===== src/rtl/lsio_btn_pkg.sv =====
// Shared types and helpers for the LSIO push-button bank.
package lsio_btn_pkg;

  typedef enum logic [1:0] {
    WAIT_REL = 2'd0,
    IDLE     = 2'd1,
    PRESSED  = 2'd2
  } btn_state_e;

  // Press length in ms scaled down by 'shift' and clamped to a 'width'-bit result.
  function automatic int unsigned scale_sat(input int unsigned ms,
                                            input int unsigned shift,
                                            input int unsigned width);
    int unsigned v;
    int unsigned lim;
    v   = ms >> shift;
    lim = (width >= 32) ? 32'hFFFF_FFFF : ((32'd1 << width) - 32'd1);
    return (v > lim) ? lim : v;
  endfunction

endpackage


===== src/rtl/lsio_btn_chan.sv =====
// One button channel: 2-flop synchroniser, tick-based debouncer, press FSM and
// press statistics that hold until cleared.
module lsio_btn_chan
  import lsio_btn_pkg::*;
#(
  parameter int CUR_W      = 12,
  parameter int DEB_MS     = 8,
  parameter int LONG_W     = 5,
  parameter int LONG_SHIFT = 6,
  parameter int CNT_W      = 4,
  parameter int RESET_MS   = 2048,
  parameter bit RESET_EN   = 1'b0
) (
  input  logic              clk_i,
  input  logic              rstn_i,
  input  logic              tick_i,
  input  logic              btn_i,
  input  logic              clear_i,
  output logic              pressed_o,
  output logic              was_pressed_o,
  output logic [LONG_W-1:0] longest_o,
  output logic [CNT_W-1:0]  count_o,
  output logic              reset_req_o
);

  localparam int DW = $clog2(DEB_MS + 1);
  localparam logic [DW-1:0] DEB_LAST = DW'(DEB_MS - 1);

  logic [1:0]        sync_q, sync_d;
  logic              deb_q, deb_d;
  logic [DW-1:0]     deb_cnt_q, deb_cnt_d;
  btn_state_e        state_q, state_d;
  logic [CUR_W-1:0]  press_ms_q, press_ms_d;
  logic              was_q, was_d;
  logic [CNT_W-1:0]  cnt_q, cnt_d;
  logic [LONG_W-1:0] longest_q, longest_d;
  logic              req_q, req_d;
  logic              release_evt;
  logic [LONG_W-1:0] scaled;

  always_comb begin
    sync_d      = {sync_q[0], btn_i};
    deb_d       = deb_q;
    deb_cnt_d   = deb_cnt_q;
    state_d     = state_q;
    press_ms_d  = press_ms_q;
    release_evt = 1'b0;
    scaled      = LONG_W'(scale_sat(32'(press_ms_q), LONG_SHIFT, LONG_W));

    if (sync_q[1] == deb_q) begin
      deb_cnt_d = '0;
    end else if (tick_i) begin
      if (deb_cnt_q == DEB_LAST) begin
        deb_d     = ~deb_q;
        deb_cnt_d = '0;
      end else begin
        deb_cnt_d = deb_cnt_q + 1'b1;
      end
    end

    case (state_q)
      // Arm only once a released level has been sampled on a tick, so a
      // button held through reset is never counted.
      WAIT_REL: if (!deb_q && !sync_q[1] && tick_i) state_d = IDLE;
      IDLE: begin
        if (deb_q) begin
          state_d    = PRESSED;
          press_ms_d = '0;
        end
      end
      PRESSED: begin
        if (!deb_q) begin
          state_d     = IDLE;
          release_evt = 1'b1;
        end else if (tick_i && (press_ms_q != '1)) begin
          press_ms_d = press_ms_q + 1'b1;
        end
      end
      default: state_d = WAIT_REL;
    endcase

    // Clear is applied first so a coincident release still gets recorded.
    was_d     = clear_i ? 1'b0 : was_q;
    cnt_d     = clear_i ? '0 : cnt_q;
    longest_d = clear_i ? '0 : longest_q;
    req_d     = req_q;
    if (release_evt) begin
      was_d = 1'b1;
      if (cnt_d != '1) cnt_d = cnt_d + 1'b1;
      if (scaled > longest_d) longest_d = scaled;
      if (RESET_EN && (press_ms_q >= CUR_W'(RESET_MS))) req_d = 1'b1;
    end
  end

  always_ff @(posedge clk_i) begin
    if (!rstn_i) begin
      sync_q     <= '0;
      deb_q      <= 1'b0;
      deb_cnt_q  <= '0;
      state_q    <= WAIT_REL;
      press_ms_q <= '0;
      was_q      <= 1'b0;
      cnt_q      <= '0;
      longest_q  <= '0;
      req_q      <= 1'b0;
    end else begin
      sync_q     <= sync_d;
      deb_q      <= deb_d;
      deb_cnt_q  <= deb_cnt_d;
      state_q    <= state_d;
      press_ms_q <= press_ms_d;
      was_q      <= was_d;
      cnt_q      <= cnt_d;
      longest_q  <= longest_d;
      req_q      <= req_d;
    end
  end

  assign pressed_o     = deb_q;
  assign was_pressed_o = was_q;
  assign longest_o     = longest_q;
  assign count_o       = cnt_q;
  assign reset_req_o   = req_q;

endmodule


===== src/rtl/lsio_btn_bank.sv =====
// Multi-channel push-button monitor: per-channel statistics, a sel_i read mux,
// a pending-press interrupt and a sticky long-press reset request.
module lsio_btn_bank
  import lsio_btn_pkg::*;
#(
  parameter int               N_BTN      = 4,
  parameter int               DEB_MS     = 8,
  parameter int               CUR_W      = 12,
  parameter int               LONG_W     = 5,
  parameter int               LONG_SHIFT = 6,
  parameter int               CNT_W      = 4,
  parameter int               RESET_MS   = 2048,
  parameter logic [N_BTN-1:0] RESET_MASK = 'b1
) (
  input  logic                                       clk_i,
  input  logic                                       rstn_i,
  input  logic                                       one_ms_event_i,
  input  logic [N_BTN-1:0]                           btn_i,
  input  logic [((N_BTN > 1) ? $clog2(N_BTN) : 1)-1:0] sel_i,
  output logic                                       was_pressed_o,
  output logic [LONG_W-1:0]                          longest_press_o,
  output logic [CNT_W-1:0]                           press_count_o,
  output logic [N_BTN-1:0]                           pressed_o,
  input  logic                                       clear_i,
  input  logic                                       clear_all_i,
  output logic                                       irq_o,
  output logic                                       reset_req_o
);

  localparam int SEL_W = (N_BTN > 1) ? $clog2(N_BTN) : 1;

  logic [N_BTN-1:0]  chan_clr;
  logic [N_BTN-1:0]  was_v;
  logic [N_BTN-1:0]  req_v;
  logic [LONG_W-1:0] long_a [N_BTN];
  logic [CNT_W-1:0]  cnt_a  [N_BTN];

  generate
    for (genvar gi = 0; gi < N_BTN; gi++) begin : g_chan
      assign chan_clr[gi] = clear_all_i | (clear_i & (sel_i == SEL_W'(gi)));

      lsio_btn_chan #(
        .CUR_W      (CUR_W),
        .DEB_MS     (DEB_MS),
        .LONG_W     (LONG_W),
        .LONG_SHIFT (LONG_SHIFT),
        .CNT_W      (CNT_W),
        .RESET_MS   (RESET_MS),
        .RESET_EN   (RESET_MASK[gi])
      ) u_chan (
        .clk_i         (clk_i),
        .rstn_i        (rstn_i),
        .tick_i        (one_ms_event_i),
        .btn_i         (btn_i[gi]),
        .clear_i       (chan_clr[gi]),
        .pressed_o     (pressed_o[gi]),
        .was_pressed_o (was_v[gi]),
        .longest_o     (long_a[gi]),
        .count_o       (cnt_a[gi]),
        .reset_req_o   (req_v[gi])
      );
    end
  endgenerate

  // Unpopulated select codes fall through to the all-zero default.
  always_comb begin
    was_pressed_o   = 1'b0;
    longest_press_o = '0;
    press_count_o   = '0;
    for (int i = 0; i < N_BTN; i++) begin
      if (sel_i == SEL_W'(i)) begin
        was_pressed_o   = was_v[i];
        longest_press_o = long_a[i];
        press_count_o   = cnt_a[i];
      end
    end
  end

  assign irq_o       = |was_v;
  assign reset_req_o = |req_v;

endmodule


===== config.mk =====
export PLATFORM = sky130hd
export DESIGN_NAME = lsio_btn_bank
export DESIGN_NICKNAME = d
export VERILOG_FILES = /design/src/rtl/lsio_btn_pkg.sv /design/src/rtl/lsio_btn_chan.sv /design/src/rtl/lsio_btn_bank.sv
export SDC_FILE = /design/constraint.sdc
export NUM_CORES = 1
export LEC_CHECK = 0
export CAP_MARGIN = 30
export CORE_MARGIN = 2
export CORE_UTILIZATION = 50
export CTS_CLUSTER_SIZE = 16
export DETAILED_ROUTE_END_ITERATION = 10
export PLACE_DENSITY = 0.68
export REMOVE_ABC_BUFFERS = 1
export SLEW_MARGIN = 20
export SYNTH_ARGS = -nofsm -noshare
export SYNTH_HDL_FRONTEND = slang
export SYNTH_SLANG_ARGS = --single-unit

===== constraint.sdc =====
create_clock -name clk_i -period 3.23 [get_ports clk_i]
set_input_delay 0.646 -clock clk_i [delete_from_list [all_inputs] [get_ports clk_i]]
set_output_delay 0.646 -clock clk_i [all_outputs]
set_load 0.01 [all_outputs]

; ---- Word-level counts from Yosys, hierarchy flattened
; Cells that the tools add are included.
[word_totals]
regBits = 125
latch_bits = 0
mem_bits_rw = 0
rom_bits = 0
input_bits = 11
out_inout_bits = 16
word_cells = 261
mem_count = 0
[op_classes]
n_addsub = 12
multipliers = 0
div = 0
n_lt_le_gt_ge = 9
n_eq_ne = 47
n_shift = 0
n_mux = 92
bitwise_logic = 17
reduce_logical = 51
[ops]
columns = cell, count
row1 = 12-bit two-way mux, 12
row2 = 5-bit two-way mux, 20
row3 = 12-bit case mux with 2 select lines, 4
row4 = 4-bit two-way mux, 20
row5 = 12-bit by 1-bit adder with 12-bit output (second input constant), 4
row6 = 12-bit inequality test (second input constant), 4
row7 = 4-bit by 1-bit adder with 4-bit output (second input constant), 8
row8 = 2-bit by 1-bit inequality test with 1-bit output (second input constant), 16
row9 = 6-bit by 5-bit > comparator with 1-bit output (second input constant), 4
row10 = 2-bit two-way mux, 12
row11 = 2-bit case mux with 3 select lines, 4
row12 = 3-bit AND reduction, 8
row13 = 5-bit > comparator, 4
row14 = 1-bit two-way mux, 20
row15 = 4-bit by 3-bit == test with 1-bit output (second input constant), 4
row16 = 4-bit inequality test (second input constant), 4
row17 = 4-bit AND reduction, 4
row18 = 2-bit nonzero test, 8
row19 = 2-bit == test (second input constant), 6
row20 = 12-bit greater-or-equal comparator (second input constant), 1
row21 = 1-bit logical AND, 12
row22 = 2-bit by 1-bit == test with 1-bit output (second input constant), 5
row23 = 2-bit logical NOT, 5
row24 = 1-bit inverter, 9
row25 = other kinds (8), 30

; ---- Logic depth before layout (Yosys ltp)
[logic_depth]
depth_word = 7
depth_mapped = 10
ltp_nobuf = 9

; ---- By module
; From an unflattened synthesis, not the netlist that was laid out.
[unflattened]
hier_cells = 790
area_unflattened_um2 = 7158.1
[by_module_without_submodules]
columns = mod, n_inst, cells_each, area_per_inst_um2, seq_area_each_um2
row1 = lsio_btn_chan (g_chan[1].u_chan ...), 2, 189, 1674.1, 620.6
row2 = lsio_btn_chan (g_chan[0].u_chan), 1, 199, 1805.5, 640.6
row3 = lsio_btn_chan (g_chan[3].u_chan), 1, 192, 1689.1, 620.6
row4 = lsio_btn_bank, 1, 21, 315.3, 0.0

; ---- Worst setup path after synthesis
; No wires, ideal clock.
[synth_timing]
path_kind = input -> register
start = input clear_i
end = register g_chan[0].u_chan.longest_q[0]
setup_time_ns = 0.072
arrival_time_ns = 2.469
required_ns = 3.158
slack_ns = 0.689
stages = 9
n_path_buf = 1
path_cell_list = nor3b_1 nor2_1 clkbuf_1 nand2_1 ha_1 a21oi_1 o21ai_0 o21ai_1 mux2i_1
[synth_via]
elab_chain_cells = 6
[synth_rtl]
columns = element, line_no
row1 = from (decl), lsio_btn_bank.sv:24  ; input logic clear_i,
row2 = 1-bit bitwise AND (*), lsio_btn_bank.sv:40  ; assign chan_clr[gi] = clear_all_i | (clear_i & (sel_i == SEL_W'(gi)));
row3 = 1-bit OR (*), lsio_btn_bank.sv:40
row4 = 5-bit two-way mux (*), lsio_btn_chan.sv:85  ; longest_d = clear_i ? '0 : longest_q;
row5 = 5-bit > comparator, lsio_btn_chan.sv:90  ; if (scaled > longest_d) longest_d = scaled;
row6 = 5-bit two-way mux, lsio_btn_chan.sv:90
row7 = 5-bit two-way mux (*), lsio_btn_chan.sv:87  ; if (release_evt) begin
row8 = to (signal assigned), lsio_btn_chan.sv:114  ; longest_q <= longest_d;
row9 = to (decl), lsio_btn_chan.sv:36  ; logic [LONG_W-1:0] longest_q, longest_d;
; Mark *: on every way between the ends. The rest lies on a longest branch, timed or not.
; A chain may end at the register's enable or synchronous reset.

; ---- Worst setup path in the final report
[layout_timing]
start = input sel_i[0] (netlist bit)
end = output press_count_o[0]
[layout_via]
elab_chain_cells = 5
elab_cells_between_ends = 8
classes_between = eq/ne (3) / mux (4) / reduce/logical (1)
[layout_rtl]
columns = element, line_no
row1 = from (decl), lsio_btn_bank.sv:19  ; input logic [((N_BTN > 1) ? $clog2(N_BTN) : 1)-1:0] sel_i,
row2 = 2-bit logical NOT, lsio_btn_bank.sv:71  ; if (sel_i == SEL_W'(i)) begin
row3 = 4-bit two-way mux (3 in series), lsio_btn_bank.sv:71
row4 = 4-bit two-way mux (*), lsio_btn_bank.sv:71
row5 = to (decl), lsio_btn_bank.sv:22  ; output logic [CNT_W-1:0] press_count_o,
; Marked as above.

==> summary.txt <==
status: completed
Critical Path Source: sel_i[0]
top_reg_cell synth: dfxtp_1
num ports: 27
worst reg2reg endpoint: g_chan[0].u_chan.longest_o[3]
Final ANT Viol Nets: 0
total routed wirelength: 14600 um
FP Rows: 42
crit-path max FO: 14
Fin. Hold Viols: 0
Starting DRT DRC Count: 351
sequential share of the synthesized area: 37.5%
DR vias/cell: 5.55
Cells after Synth: 778
Critical Path Stages: 4
largest net degree at the start of global routing: 46
Cell Area, Synth: 6670 um^2
CP max-delay cell: mux4_2
Worst Setup EP: press_count_o[0]
Final Power: 3.53 mW
post-CTS resize count: 0
worst clock skew: 0.00801 ns
CP startpoint kind: primary input
Synth top area share: 37.5%
Max Slew Vio Count: 0
DRC: 0
number of enable flip-flop cells after synthesis: 0
initial antenna violation count: 0
count leader, synth: dfxtp_1
hold_sp: g_chan[2].u_chan.sync_q[0]
Fin Hold WS: 0.434 ns
H-Tree Depth: 4
reg-to-reg startpoint: g_chan[0].u_chan.press_ms_q[11]
sinks on the clock net: 125
Post-Place Cell Area: 7140 um^2
max_cap viols: 0
TritonCTS Buffers: 17
Ys Warns: 0
CP required: 2.58 ns
core area: 13100 um^2
RSZ-0062 raised after global routing: false
first-pass GRT wire length: 24900 um
final setup vio count: 0
Final #Nets: 855
Yosys cell types: 64
Worst-path clk slew: 0.05 ns
# diodes: 0
asr flop ratio synth: 0%
Layout Cells excl Fill: 995
slew of the pin with the lowest slew margin: 0.605 ns
r2r worst-path depth: 6
GRT overflow: 0
Final Cycle Share: 94.0%
Die W: 119 um
Worst EP arrival: 2.39 ns
CP Cell Sequence: clkdlybuf4s50_1 -> buf_12 -> mux4_2 -> clkdlybuf4s50_1
hold crit path type: flop to flop
worst-skew pair later-pin latency: 0.41 ns
drt pass-1 iters: 5
fraction of layout cells with a size suffix above 1: 10.4%
CP max stage delay: 0.54 ns
Syn Area/Cell: 8.57 um^2
final worst path period need: 3.04 ns
most common library cells after synthesis: dfxtp_1, nor2_1, nand2_1, nand3_1, a21oi_1
FMAX: 0.329 GHz
R2R setup slack: 1.13 ns
average routed wire per standard cell: 14.6 um
FF+latch count, synth: 125
Die H: 119 um
top cells by area, synth: dfxtp_1, ha_1, nor2_1
Setup TNS Final: 0 ns
vias: 5523
Rel. slew slack: 59.4%
Leakage: 2.82 nW
Worst Setup End Kind: output pin
Final GP Congestion: 0.857
Finished Cell Area: 7710 um^2
Cell Count Post-Placement: 964
CTS root buf: clkbuf_16
buffer and inverter count on the worst path: 3
die footprint: 14300 um^2
most used cell, CP: clkdlybuf4s50_1
cts hold-fix bufs: 0
TritonCTS clock tree: done
VDD IR-drop max: 0.410 mV
vias in the first global route: 5261
Total Routing Usage GR: 21.6%
Setup Buffers After CTS: 0
Largest delay share family, worst path: buffers and inverters
crit path kind: primary input to output pin
Clock Path Buffers: 2
cell taking the most area after synthesis: dfxtp_1
P&R area growth vs syn: 15.6%
Power Density: 458 nW/um^2
Buffers on Ports: 26
DP HPWL: 10400 um
Initial Util: 50.8%
report_power, final:
| group | switching [mW] | internal [mW] | leakage [nW] |
|---|---|---|---|
| logic | 0.0781 | 0.0519 | 1.53 |
| clock network | 0.650 | 1.19 | 0.280 |
| registers | 0.00881 | 1.55 | 1.01 |
| total | 0.737 | 2.79 | 2.82 |
final cells by class:
cell class | instances | area, um^2
Clock buffer | 24 | 482
Tap cell | 176 | 220
Inverter | 25 | 93.8
Timing Repair Buffer | 45 | 410
Fill cell | 1172 | 5430
Multi-Input combinational cell | 593 | 3910
Clock inverter | 7 | 87.6
Sequential cell | 125 | 2500
per-stage QoR:
stage	utilization (%)	setup slack (ns)
global route	58.7	0.153
finish	58.7	0.194
global placement	54.3	0.193
CTS	58.7	0.186
detailed placement	54.3	0.107
floorplan	-	0.597
logic make-up after synthesis:
group	after synthesis	synth area share [%]
simple gates	352	26.7
compound gates	125	12.1
flops	125	37.5
buf+inv	60	3.83
xor+xnor	46	6.04
fa+ha+maj	37	6.94
mux	33	6.85
sequential cells by signal (all words and copies together), names as in the netlist, 4 cells and up:
name                         count
g_chan.u_chan.sync_q             8
g_chan.u_chan.deb_cnt_q         16
g_chan.u_chan.longest_o         20
g_chan.u_chan.was_pressed_o      4
g_chan.u_chan.press_ms_q        48
g_chan.u_chan.count_o           16
g_chan.u_chan.pressed_o          4
g_chan.u_chan.state_q            8
worst min-delay path by stage:
stage / endpoint / cells past startpoint / slack [ns]
3_5_place_dp: g_chan[2].u_chan.sync_q[1] / 1 / 0.43
6_report: g_chan[2].u_chan.sync_q[1] / 1 / 0.43
4_1_cts: g_chan[1].u_chan.sync_q[1] / 1 / 0.44
3_3_place_gp: g_chan[1].u_chan.sync_q[1] / 1 / 0.42
2_1_floorplan: g_chan[0].u_chan.sync_q[1] / 1 / 0.41
5_1_grt: g_chan[1].u_chan.sync_q[1] / 1 / 0.45
routing by layer:
| layer | routed length [um] | up-vias | track usage [%] | part of all wire [%] |
|---|---|---|---|---|
| li1 | - | 2815 | - | - |
| met1 | 6970 | 2598 | 28.7 | 48 |
| met2 | 6930 | 103 | 35.1 | 48 |
| met3 | 540 | 7 | 5.03 | 3.7 |
| met4 | 125 | 0 | 6.25 | 0.86 |
| met5 | 0 | - | 0 | 0 |
cell usage in the layout (no fill, tap or decap), drive strengths merged, types with 6 or more instances in the layout:
cell type	count
a211oi	16
a21oi	41
a31oi	6
and2	21
and4	7
buf	20
clkbuf	24
clkdlybuf4s50	25
dfxtp	125
ha	37
inv	24
mux2i	22
mux4	10
nand2	84
nand3	43
nand4	19
nor2	98
nor3	13
nor3b	6
o21ai	28
or2	17
or3	6
xnor2	37
xor2	9
(Power assumes the default switching activity.)
